===== config.mk =====
export PLATFORM = sky130hd
export DESIGN_NAME = arm_irq_controller
export DESIGN_NICKNAME = d
export VERILOG_FILES = /design/src/rtl/arm_irq_pkg.sv /design/src/rtl/irq_sync_edge.sv /design/src/rtl/arm_irq_controller.sv
export SDC_FILE = /design/constraint.sdc
export NUM_CORES = 1
export LEC_CHECK = 0
export ABC_AREA = 0
export CORE_MARGIN = 2
export CORE_UTILIZATION = 40
export DETAILED_ROUTE_END_ITERATION = 16
export SYNTH_ARGS = -nofsm -noshare
export SYNTH_HDL_FRONTEND = slang
export SYNTH_SLANG_ARGS = --single-unit

===== constraint.sdc =====
create_clock -name clk -period 3.28 [get_ports clk]
set_input_delay 0.328 -clock clk [delete_from_list [all_inputs] [get_ports clk]]
set_output_delay 0.328 -clock clk [all_outputs]
set_load 0.02 [all_outputs]

===== src/rtl/arm_irq_pkg.sv =====
// rtl/arm_irq_pkg.sv - shared constants and types for the ARM interrupt controller
package arm_irq_pkg;

    localparam logic [1:0] ADDR_PENDING = 2'd0;
    localparam logic [1:0] ADDR_MASK    = 2'd1;
    localparam logic [1:0] ADDR_STATUS  = 2'd2;
    localparam logic [1:0] ADDR_CTRL    = 2'd3;

    localparam int CTRL_GIE_BIT = 0;

    typedef enum logic [1:0] {
        IDLE  = 2'd0,
        PULSE = 2'd1,
        GAP   = 2'd2
    } pulse_state_e;

endpackage


===== src/rtl/irq_sync_edge.sv =====
// rtl/irq_sync_edge.sv - per-source synchroniser and rising-edge detector
module irq_sync_edge #(
    parameter int NUM_SRC     = 16,
    parameter int SYNC_STAGES = 2
) (
    input  logic               clk,
    input  logic               rst,
    input  logic [NUM_SRC-1:0] irq_src,
    output logic [NUM_SRC-1:0] set_vec
);

    logic [SYNC_STAGES-1:0][NUM_SRC-1:0] sync_q, sync_d;
    logic [NUM_SRC-1:0]                  prev_q, prev_d;
    // fill_q[k] becomes 1 once stage k carries post-reset data; the last bit
    // qualifies prev_q so a source already high at reset release is not an edge.
    logic [SYNC_STAGES:0]                fill_q, fill_d;

    // Next-state for the synchroniser chain, previous-value flop and fill tracker
    always_comb begin
        sync_d[0] = irq_src;
        for (int i = 1; i < SYNC_STAGES; i++) begin
            sync_d[i] = sync_q[i-1];
        end
        prev_d = sync_q[SYNC_STAGES-1];
        fill_d = {fill_q[SYNC_STAGES-1:0], 1'b1};
    end

    // State registers, cleared asynchronously so in-flight edges are dropped
    always_ff @(posedge clk or posedge rst) begin
        if (rst) begin
            sync_q <= '0;
            prev_q <= '0;
            fill_q <= '0;
        end else begin
            sync_q <= sync_d;
            prev_q <= prev_d;
            fill_q <= fill_d;
        end
    end

    assign set_vec = fill_q[SYNC_STAGES] ? (sync_q[SYNC_STAGES-1] & ~prev_q) : '0;

endmodule


===== src/rtl/arm_irq_controller.sv =====
// rtl/arm_irq_controller.sv - interrupt aggregator with register port; ARM_IRQ_PULSE_EN selects pulse output
module arm_irq_controller
    import arm_irq_pkg::*;
#(
    parameter int NUM_SRC     = 16,
    parameter int SYNC_STAGES = 2,
    parameter int PULSE_LEN   = 8
) (
    input  logic               clk,
    input  logic               rst,
    input  logic [NUM_SRC-1:0] irq_src,
    input  logic               reg_wr,
    input  logic               reg_rd,
    input  logic [1:0]         reg_addr,
    input  logic [15:0]        reg_wdata,
    output logic [15:0]        reg_rdata,
    output logic               reg_rvalid,
    output logic               irq_out
);

    // Register bits at or above NUM_SRC are forced to zero everywhere
    localparam logic [15:0] SRC_MASK = 16'((32'd1 << NUM_SRC) - 32'd1);

    if (NUM_SRC < 1 || NUM_SRC > 16 || SYNC_STAGES < 2 || PULSE_LEN < 1) begin : g_bad_param
        $error("arm_irq_controller: parameter out of range");
    end

    logic [NUM_SRC-1:0] set_vec;
    logic [15:0]        set16;
    logic [15:0]        w1c;

    logic [15:0] pending_q, pending_d;
    logic [15:0] mask_q, mask_d;
    logic        gie_q, gie_d;
    logic [15:0] rdata_q, rdata_d;
    logic        rvalid_q, rvalid_d;
    logic        irq_q, irq_d;

    irq_sync_edge #(
        .NUM_SRC     (NUM_SRC),
        .SYNC_STAGES (SYNC_STAGES)
    ) u_sync_edge (
        .clk     (clk),
        .rst     (rst),
        .irq_src (irq_src),
        .set_vec (set_vec)
    );

    assign set16 = 16'(set_vec);

    // Register file next-state: set beats W1C, STATUS is read-only, reads see pre-write values
    always_comb begin
        w1c       = '0;
        mask_d    = mask_q;
        gie_d     = gie_q;
        rdata_d   = rdata_q;
        rvalid_d  = reg_rd;
        if (reg_wr) begin
            case (reg_addr)
                ADDR_PENDING: w1c    = reg_wdata;
                ADDR_MASK:    mask_d = reg_wdata & SRC_MASK;
                ADDR_CTRL:    gie_d  = reg_wdata[CTRL_GIE_BIT];
                default:      ;
            endcase
        end
        pending_d = (set16 | (pending_q & ~w1c)) & SRC_MASK;
        if (reg_rd) begin
            case (reg_addr)
                ADDR_PENDING: rdata_d = pending_q;
                ADDR_MASK:    rdata_d = mask_q;
                ADDR_STATUS:  rdata_d = pending_q & mask_q;
                default:      rdata_d = 16'({gie_q} << CTRL_GIE_BIT);
            endcase
        end
    end

    // Register file and read-port flops
    always_ff @(posedge clk or posedge rst) begin
        if (rst) begin
            pending_q <= '0;
            mask_q    <= '0;
            gie_q     <= 1'b0;
            rdata_q   <= '0;
            rvalid_q  <= 1'b0;
        end else begin
            pending_q <= pending_d;
            mask_q    <= mask_d;
            gie_q     <= gie_d;
            rdata_q   <= rdata_d;
            rvalid_q  <= rvalid_d;
        end
    end

`ifdef ARM_IRQ_PULSE_EN
    localparam int CNT_W = (PULSE_LEN > 1) ? $clog2(PULSE_LEN) : 1;

    pulse_state_e state_q, state_d;
    logic [CNT_W-1:0] cnt_q, cnt_d;
    logic retrig_q, retrig_d;
    logic lvl_q, lvl_d;
    logic trigger;

    // Pulse FSM next-state: level rise is judged on next-state values so an edge
    // and the PENDING bit it sets count as one trigger, not two
    always_comb begin
        lvl_d    = gie_d & |(pending_d & mask_d);
        trigger  = (gie_q & |(set16 & mask_q)) | (lvl_d & ~lvl_q);
        state_d  = state_q;
        cnt_d    = cnt_q;
        retrig_d = retrig_q;
        case (state_q)
            IDLE: begin
                if (trigger) begin
                    state_d = PULSE;
                    cnt_d   = '0;
                end
            end
            PULSE: begin
                if (cnt_q == CNT_W'(PULSE_LEN - 1)) begin
                    state_d  = (retrig_q | trigger) ? GAP : IDLE;
                    retrig_d = 1'b0;
                end else begin
                    cnt_d    = cnt_q + 1'b1;
                    retrig_d = retrig_q | trigger;
                end
            end
            GAP: begin
                state_d = PULSE;
                cnt_d   = '0;
            end
            default: state_d = IDLE;
        endcase
        irq_d = (state_d == PULSE);
    end

    // Pulse FSM state register
    always_ff @(posedge clk or posedge rst) begin
        if (rst) begin
            state_q  <= IDLE;
            cnt_q    <= '0;
            retrig_q <= 1'b0;
            lvl_q    <= 1'b0;
        end else begin
            state_q  <= state_d;
            cnt_q    <= cnt_d;
            retrig_q <= retrig_d;
            lvl_q    <= lvl_d;
        end
    end
`else
    // Level request: any enabled, unmasked pending source
    always_comb begin
        irq_d = gie_q & |(pending_q & mask_q);
    end
`endif

    // Registered interrupt output
    always_ff @(posedge clk or posedge rst) begin
        if (rst) begin
            irq_q <= 1'b0;
        end else begin
            irq_q <= irq_d;
        end
    end

    assign reg_rdata  = rdata_q;
    assign reg_rvalid = rvalid_q;
    assign irq_out    = irq_q;

endmodule


== Word level (Yosys, flattened, before mapping) ==
Index checks and enable logic that the tools add are counted.
Word-level totals
  memories kept: 0
  memory bits (read-only): 0
  input bits: 38
  bits in latches: 0
  flip-flop bits (word level): 102
  bits in writable memories: 0
Operators by class
  bitwise gates (word level): 7
  order comparisons: 0
  eq/ne operators: 3
  multipliers: 0
  reductions and logical operators: 4
  $add $sub $neg: 0
  shift operators: 0
  mux-type cells: 4
  div/mod/pow operators: 0
Operators by type and width (count)
  AND 16 bit: 3
  two-way mux 16 bit: 3
  one-hot mux 16 bit (3 select lines): 1
  NOT 16 bit: 2
  OR 16 bit: 1
  OR reduction 16 bit: 1
  equality test 2 bit, second input constant: 2
  AND reduction 2 bit: 2
  equality test 2 x 1 -> 1 bit, second input constant: 1
  logical NOT 2 bit: 1
  AND 1 bit: 1

== Depth between registers and ports, before layout ==
Gate-level depths: netlist of the first run.
  depth after elaboration: 6
  mapped depth: 6
  depth with buffers taken out: 4

== Hierarchy ==
From an unflattened synthesis of the first run, not the netlist that was laid out.
Unflattened totals
  cell total of the unflattened synthesis: 265
  area total of the unflattened synthesis: 3696.0 sq um
Modules (own cells, without submodules)
  arm_irq_controller: area an instance 2253.4 sq um, cells each 195, times used 1
  irq_sync_edge: area an instance 1442.6 sq um, cells each 70, times used 1

== Least setup slack after synthesis of the first run ==
OpenSTA, ideal clock, no wires.
  kind: input to register
  start point: input port reg_addr[1]
  end point: register pending_q[10]
  path slack: 2025 ps
  library setup time: 122 ps
  arrival: 1133 ps
  stages on the path: 5
  path buffers: 2
  required time: 3158 ps
  cell sequence: buf_6 > nor3b_4 > buf_6 > nand2_1 > a32o_1
Between the ends
  longest elaborated chain between the ends: 6
RTL lines
  from (decl): RTL line arm_irq_controller.sv:14  | input logic [1:0] reg_addr,
  logical NOT 2 bit: RTL line arm_irq_controller.sv:59  | case (reg_addr)
  two-way mux 16 bit: RTL line arm_irq_controller.sv:59
  two-way mux 16 bit: RTL line arm_irq_controller.sv:58  | if (reg_wr) begin
  NOT 16 bit: RTL line arm_irq_controller.sv:66  | pending_d = (set16 | (pending_q & ~w1c)) & SRC_MASK;
  AND 16 bit: RTL line arm_irq_controller.sv:66
  OR 16 bit: RTL line arm_irq_controller.sv:66
  via pending_d[10]: RTL line arm_irq_controller.sv:32  | logic [15:0] pending_q, pending_d;
  to (signal assigned): RTL line arm_irq_controller.sv:86  | pending_q <= pending_d;
  to (decl): RTL line arm_irq_controller.sv:32
The timed path passes the listed nets, and every way through them passes these cells.
A chain may end at the register's enable or synchronous reset.

== Worst setup path after layout of the first run ==
  start point: input port reg_addr[1]
  end point: register pending_q[2]
The elaborated chain is that of the path after synthesis.

==> results of run 1 <==
==> power by group <==
group,switching (W),internal (W)
registers,0.0000859,0.00140
logic,0.000202,0.000229
clock network,0.000411,0.000429
total,0.000698,0.00205
==> kinds of logic after synthesis <==
kind of cell | Yosys count | share of synthesized area, %
other | 1 | 0.102
AOI/OAI and AO/OA | 49 | 11.3
buffers and inverters | 29 | 3.93
and+or+nand+nor | 44 | 5.69
muxes | 34 | 9.83
DFF | 102 | 69.1
==> layout by cell type (no fill, tap or decap), types with 4 or more instances in the layout <==
master           Yosys  final
dfrtp_1            102    102
clkbuf_8             0      9
mux2i_1             16     16
o21a_1              15     15
o221ai_1            15     15
inv_1               16     15
a32o_1              15     15
mux2_2              18     18
nand2_1             34     34
clkdlybuf4s50_1      0     54
nand4_1              4      4
==> routing by layer <==
layer | up-vias | share of wire, % | track usage, %
met2 | 49 | 49 | 23.1
li1 | 1033 | - | -
met4 | 0 | 1.2 | 5.06
met3 | 7 | 4.4 | 3.90
met1 | 1091 | 45 | 20.4
met5 | - | 0 | 0
==> flip-flops by register name, summed over array words and instances (netlist names) <==
register            cells
gie_q                   1
irq_out                 1
u_sync_edge.prev_d     16
u_sync_edge.sync_d     16
reg_rvalid              1
u_sync_edge.prev_q     16
mask_q                 16
u_sync_edge.fill_q      3
pending_q              16
reg_rdata              16
==> worst max-delay path: stages <==
cell and delay (ns):
clkdlybuf4s50_1 0.57, nor3b_4 0.76, nand2_1 0.14, a32o_1 0.24
==> per-stage QoR <==
stage / area (µm²) / util (%) / instances
finish: 4550 / 50.0 / 432
global route: 4550 / 50.0 / 432
CTS: 4550 / 50.0 / 432
detailed placement: 4340 / 47.6 / 416
global placement: 4340 / 47.6 / 416
floorplan: 3690 / - / 259
==> how the worst max path moves through the flow <==
stage	from	end	slack (ns)	depth (start not counted)
floorplan	rst	gie_q	0.28	1
global placement	reg_addr[1]	pending_q[15]	1.17	4
detailed placement	reg_wr	pending_q[8]	1.12	4
CTS	reg_addr[1]	pending_q[2]	1.47	4
global route	reg_addr[1]	pending_q[9]	1.38	4
finish	reg_addr[1]	pending_q[2]	1.49	4
==> area by class of cell <==
cell class	count	share of cell area, %
Sequential cell	102	56.1
Multi-Input combinational cell	128	21.9
Timing Repair Buffer	59	12.9
Tap cell	111	3.05
Clock buffer	10	2.80
Clock inverter	6	1.90
Inverter	16	1.37
==> results.json, run 1 <==
{
  "outcome": "completed",
  "dieArea_um2": 10000,
  "hold_buffers": 0,
  "antenna_found_initial": 0,
  "fmax_mhz": 558,
  "max-cap-violations": 0,
  "grt_pass1_wl_mm": 11.2,
  "critPathKind": "in -> reg",
  "r2r_cells": 1,
  "track_usage_pct": 14.8,
  "syn_avg_cell_area_um2": 14.3,
  "post_cts_buffers": 0,
  "hold_start": "u_sync_edge.sync_d[26]",
  "async_flop_share_pct": 100,
  "multiInputGateArea_um2": 995,
  "synth_fp_nets": 297,
  "fin_nets": 354,
  "root_buffer": "clkbuf_8",
  "startpoint_type": "primary input",
  "setup_violations": 0,
  "synth-seq-cells": 102,
  "rr_startpoint": "u_sync_edge.fill_q[2]",
  "cts_buffers": 9,
  "grt_max_degree": 60,
  "slew_viol_final": 0,
  "insertion_delay_ns": 0.36,
  "synth.top_cells.by_count": "dfrtp_1 (102), nand2_1 (34), mux2_2 (18)",
  "crit_required_ns": 3.52,
  "grt_setup_unrepaired": "no",
  "wl_per_cell_um": 15.8,
  "htreeDepth": 3,
  "layout_setup_ws_ns": 1.49,
  "syn-instance-count": 259,
  "fillers": 811,
  "die_y_um": 100,
  "hold_end": "u_sync_edge.prev_d[10]",
  "r2r-end": "pending_q[2]",
  "detail-route-antenna-nets": 0,
  "synth_edf_count": 0,
  "synth.most_common_cell": "dfrtp_1",
  "power_density_nw_per_um2": 605,
  "cp-end-kind": "flop",
  "worstHoldPathCells": 0,
  "std_cell_rows": 35,
  "die_w_um": 100,
  "ys_types": 23,
  "cts_resized": 0,
  "n_antenna_cell": 0,
  "seq_area_um2": 2550,
  "grt.overflow.total": 0,
  "dpl_worst_slack_ns": 1.12,
  "p_leak_nw": 1.97,
  "globalplace.congestion": 0.742,
  "post-route-period-util_pct": 54.7,
  "synth_area_leaders": "dfrtp_1 (69%), mux2_2 (5.5%), mux2i_1 (4.3%)",
  "cts_buffer_depth": 2,
  "initial_core_util_pct": 40.5,
  "yosys_warnings": 0,
  "vias": 2180,
  "drive_gt1_share_pct": 12.8,
  "ys_seq_area_share_pct": 69.1,
  "min_path_type": "reg -> reg",
  "ff2ff_setup_slack_ns": 2.14,
  "total_power_w": 0.00275,
  "cp_max_fo": 16,
  "synthesis.area_um2": 3690,
  "clock_sinks": 102,
  "setup_tns_ns": 0,
  "syn_to_final_growth_pct": 23.2,
  "dp_hpwl_mm": 4.51,
  "drtIter0Drc": 133,
  "routed_wl_mm": 6.81,
  "drc": 0,
  "peakVddDrop_mv": 0.234,
  "synth.largest_area_cell": "dfrtp_1",
  "grt_pass1_vias": 2184,
  "hold_violations": 0,
  "port-buffer-count": 55,
  "hold_slack_ns": 0.353,
  "viasPerCell": 5.05,
  "finalClockSkew_ns": 0.00737,
  "worst_slew_pin_slew_ns": 0.941,
  "coreArea_um2": 9110,
  "cts_tree": "done",
  "slew_headroom_pct": 37.0,
  "yosysTopAreaCellShare_pct": 69.1,
  "io_pins": 56,
  "synthFlopType": "dfrtp_1",
  "finalCriticalPeriod_ns": 1.79,
  "cp.arrival_ns": 2.04,
  "first_pass_iters": 4,
  "clkTransAtPathRegs_ns": 0.09
}
Note: power is estimated with default switching activity, not from simulation.
==> run 2, diff against run 1 <==
- clock period: 3.28 -> 1.71 ns (I/O delays scaled with it)
==> results.json, run 2 (same netlist as run 1, synthesis figures left out) <==
{
  "outcome": "completed",
  "wl_per_cell_um": 15.9,
  "rr_startpoint": "mask_q[0]",
  "insertion_delay_ns": 0.36,
  "htreeDepth": 3,
  "max-cap-violations": 0,
  "viasPerCell": 5.07,
  "routed_wl_mm": 6.93,
  "post-route-period-util_pct": 89.2,
  "syn_to_final_growth_pct": 24.6,
  "root_buffer": "clkbuf_8",
  "cp_top_family": "buffers and inverters",
  "slew_viol_final": 0,
  "clock_sinks": 102,
  "cts_buffer_depth": 2,
  "cp.buffers_inverters": 1,
  "io_pins": 56,
  "worst_slew_pin_slew_ns": 0.640,
  "crit_slowest_cell": "clkdlybuf4s50_1",
  "critPathKind": "reg -> out",
  "mostFrequentLayoutCell": "dfrtp_1",
  "cts_buffers": 9,
  "grt_pass1_vias": 2239,
  "fin_nets": 358,
  "finalClockSkew_ns": 0.0107,
  "die_w_um": 100,
  "die_y_um": 100,
  "dp_hpwl_mm": 4.72,
  "hold_violations": 0,
  "hold_slack_ns": 0.231,
  "cts_tree": "done",
  "grt_max_degree": 62,
  "track_usage_pct": 15.3,
  "min_path_type": "in -> async",
  "finalCriticalPeriod_ns": 1.52,
  "r2r-end": "reg_rdata[0]",
  "vias": 2212,
  "cp_max_fo": 2,
  "grt_setup_unrepaired": "no",
  "globalplace.congestion": 0.756,
  "coreArea_um2": 9110,
  "peakVddDrop_mv": 0.524,
  "clkTransAtPathRegs_ns": 0.09,
  "power_density_nw_per_um2": 1110,
  "std_cell_rows": 35,
  "cp-end-kind": "output port",
  "drive_gt1_share_pct": 14.2,
  "crit_required_ns": 1.54,
  "path_cells": "clkdlybuf4s50_1",
  "drc": 0,
  "n_antenna_cell": 0,
  "detail-route-antenna-nets": 0,
  "grt.overflow.total": 0,
  "fmax_mhz": 656,
  "setup_violations": 0,
  "total_power_w": 0.00513,
  "port-buffer-count": 55,
  "post_cts_buffers": 0,
  "startpoint_type": "flop",
  "cts_resized": 0,
  "initial_core_util_pct": 40.5,
  "first_pass_iters": 4,
  "slowest_delay_ns": 0.61,
  "antenna_found_initial": 0,
  "dieArea_um2": 10000,
  "ff2ff_setup_slack_ns": 0.57,
  "cp.arrival_ns": 1.35,
  "r2r_cells": 4,
  "drtIter0Drc": 118,
  "grt_pass1_wl_mm": 11.6,
  "hold_buffers": 0,
  "setup_tns_ns": 0,
  "slew_headroom_pct": 57.4,
  "p_leak_nw": 1.99,
  "layout_common_cells": "dfrtp_1 (102), clkdlybuf4s50_1 (54), nand2_1 (34)"
}
==> run 2: stage by stage <==
stage | std cells | utilization (%) | area [µm²] | worst slack [ns]
after floorplan | 259 | - | 3700 | 0.321
after global placement | 420 | 48.4 | 4410 | 0.170
after detailed placement | 420 | 48.4 | 4410 | 0.139
after CTS | 436 | 50.5 | 4600 | 0.162
after global routing | 436 | 50.5 | 4600 | 0.132
final | 436 | 50.5 | 4600 | 0.185
==> run 2: final cells by class <==
class | count | area (µm²)
inverter | 16 | 63.8
fill | 803 | 4510
clock inverter | 4 | 30.0
sequential | 102 | 2550
clock buffer | 12 | 165
multi-input combinational | 128 | 995
tap | 111 | 139
timing repair buffer | 63 | 656
==> run 2: worst min-delay path, stage by stage <==
cell and delay, ns:
clkdlybuf4s50_1 0.44, clkinvlp_4 0.12, buf_12 0.23
==> run 2: how the worst max path moves through the flow <==
stage | from | to | slack (ns) | cells after the start
2_1_floorplan | rst | gie_q | 0.32 | 1
3_3_place_gp | reg_addr[1] | mask_q[11] | 0.17 | 3
3_5_place_dp | reg_wr | pending_q[15] | 0.14 | 5
4_1_cts | reg_rdata[4] | reg_rdata[4] | 0.16 | 1
5_1_grt | reg_rdata[4] | reg_rdata[4] | 0.13 | 1
6_report | reg_rdata[4] | reg_rdata[4] | 0.19 | 1
==> run 2: routing by layer <==
| layer | part of all wire, % | vias up | global-route usage, % |
|---|---|---|---|
| met1 | 46 | 1108 | 21.5 |
| met5 | 0 | - | 0 |
| met3 | 5.4 | 10 | 3.90 |
| li1 | - | 1037 | - |
| met4 | 1.3 | 0 | 6.01 |
| met2 | 48 | 57 | 23.2 |
==> run 2: power by group <==
part | total [W] | leakage [nW] | switching (W) | internal, W
clock network | 0.00144 | 0.0986 | 0.000784 | 0.000651
logic | 0.000845 | 0.716 | 0.000393 | 0.000453
registers | 0.00285 | 1.18 | 0.000168 | 0.00268
total | 0.00513 | 1.99 | 0.00134 | 0.00378
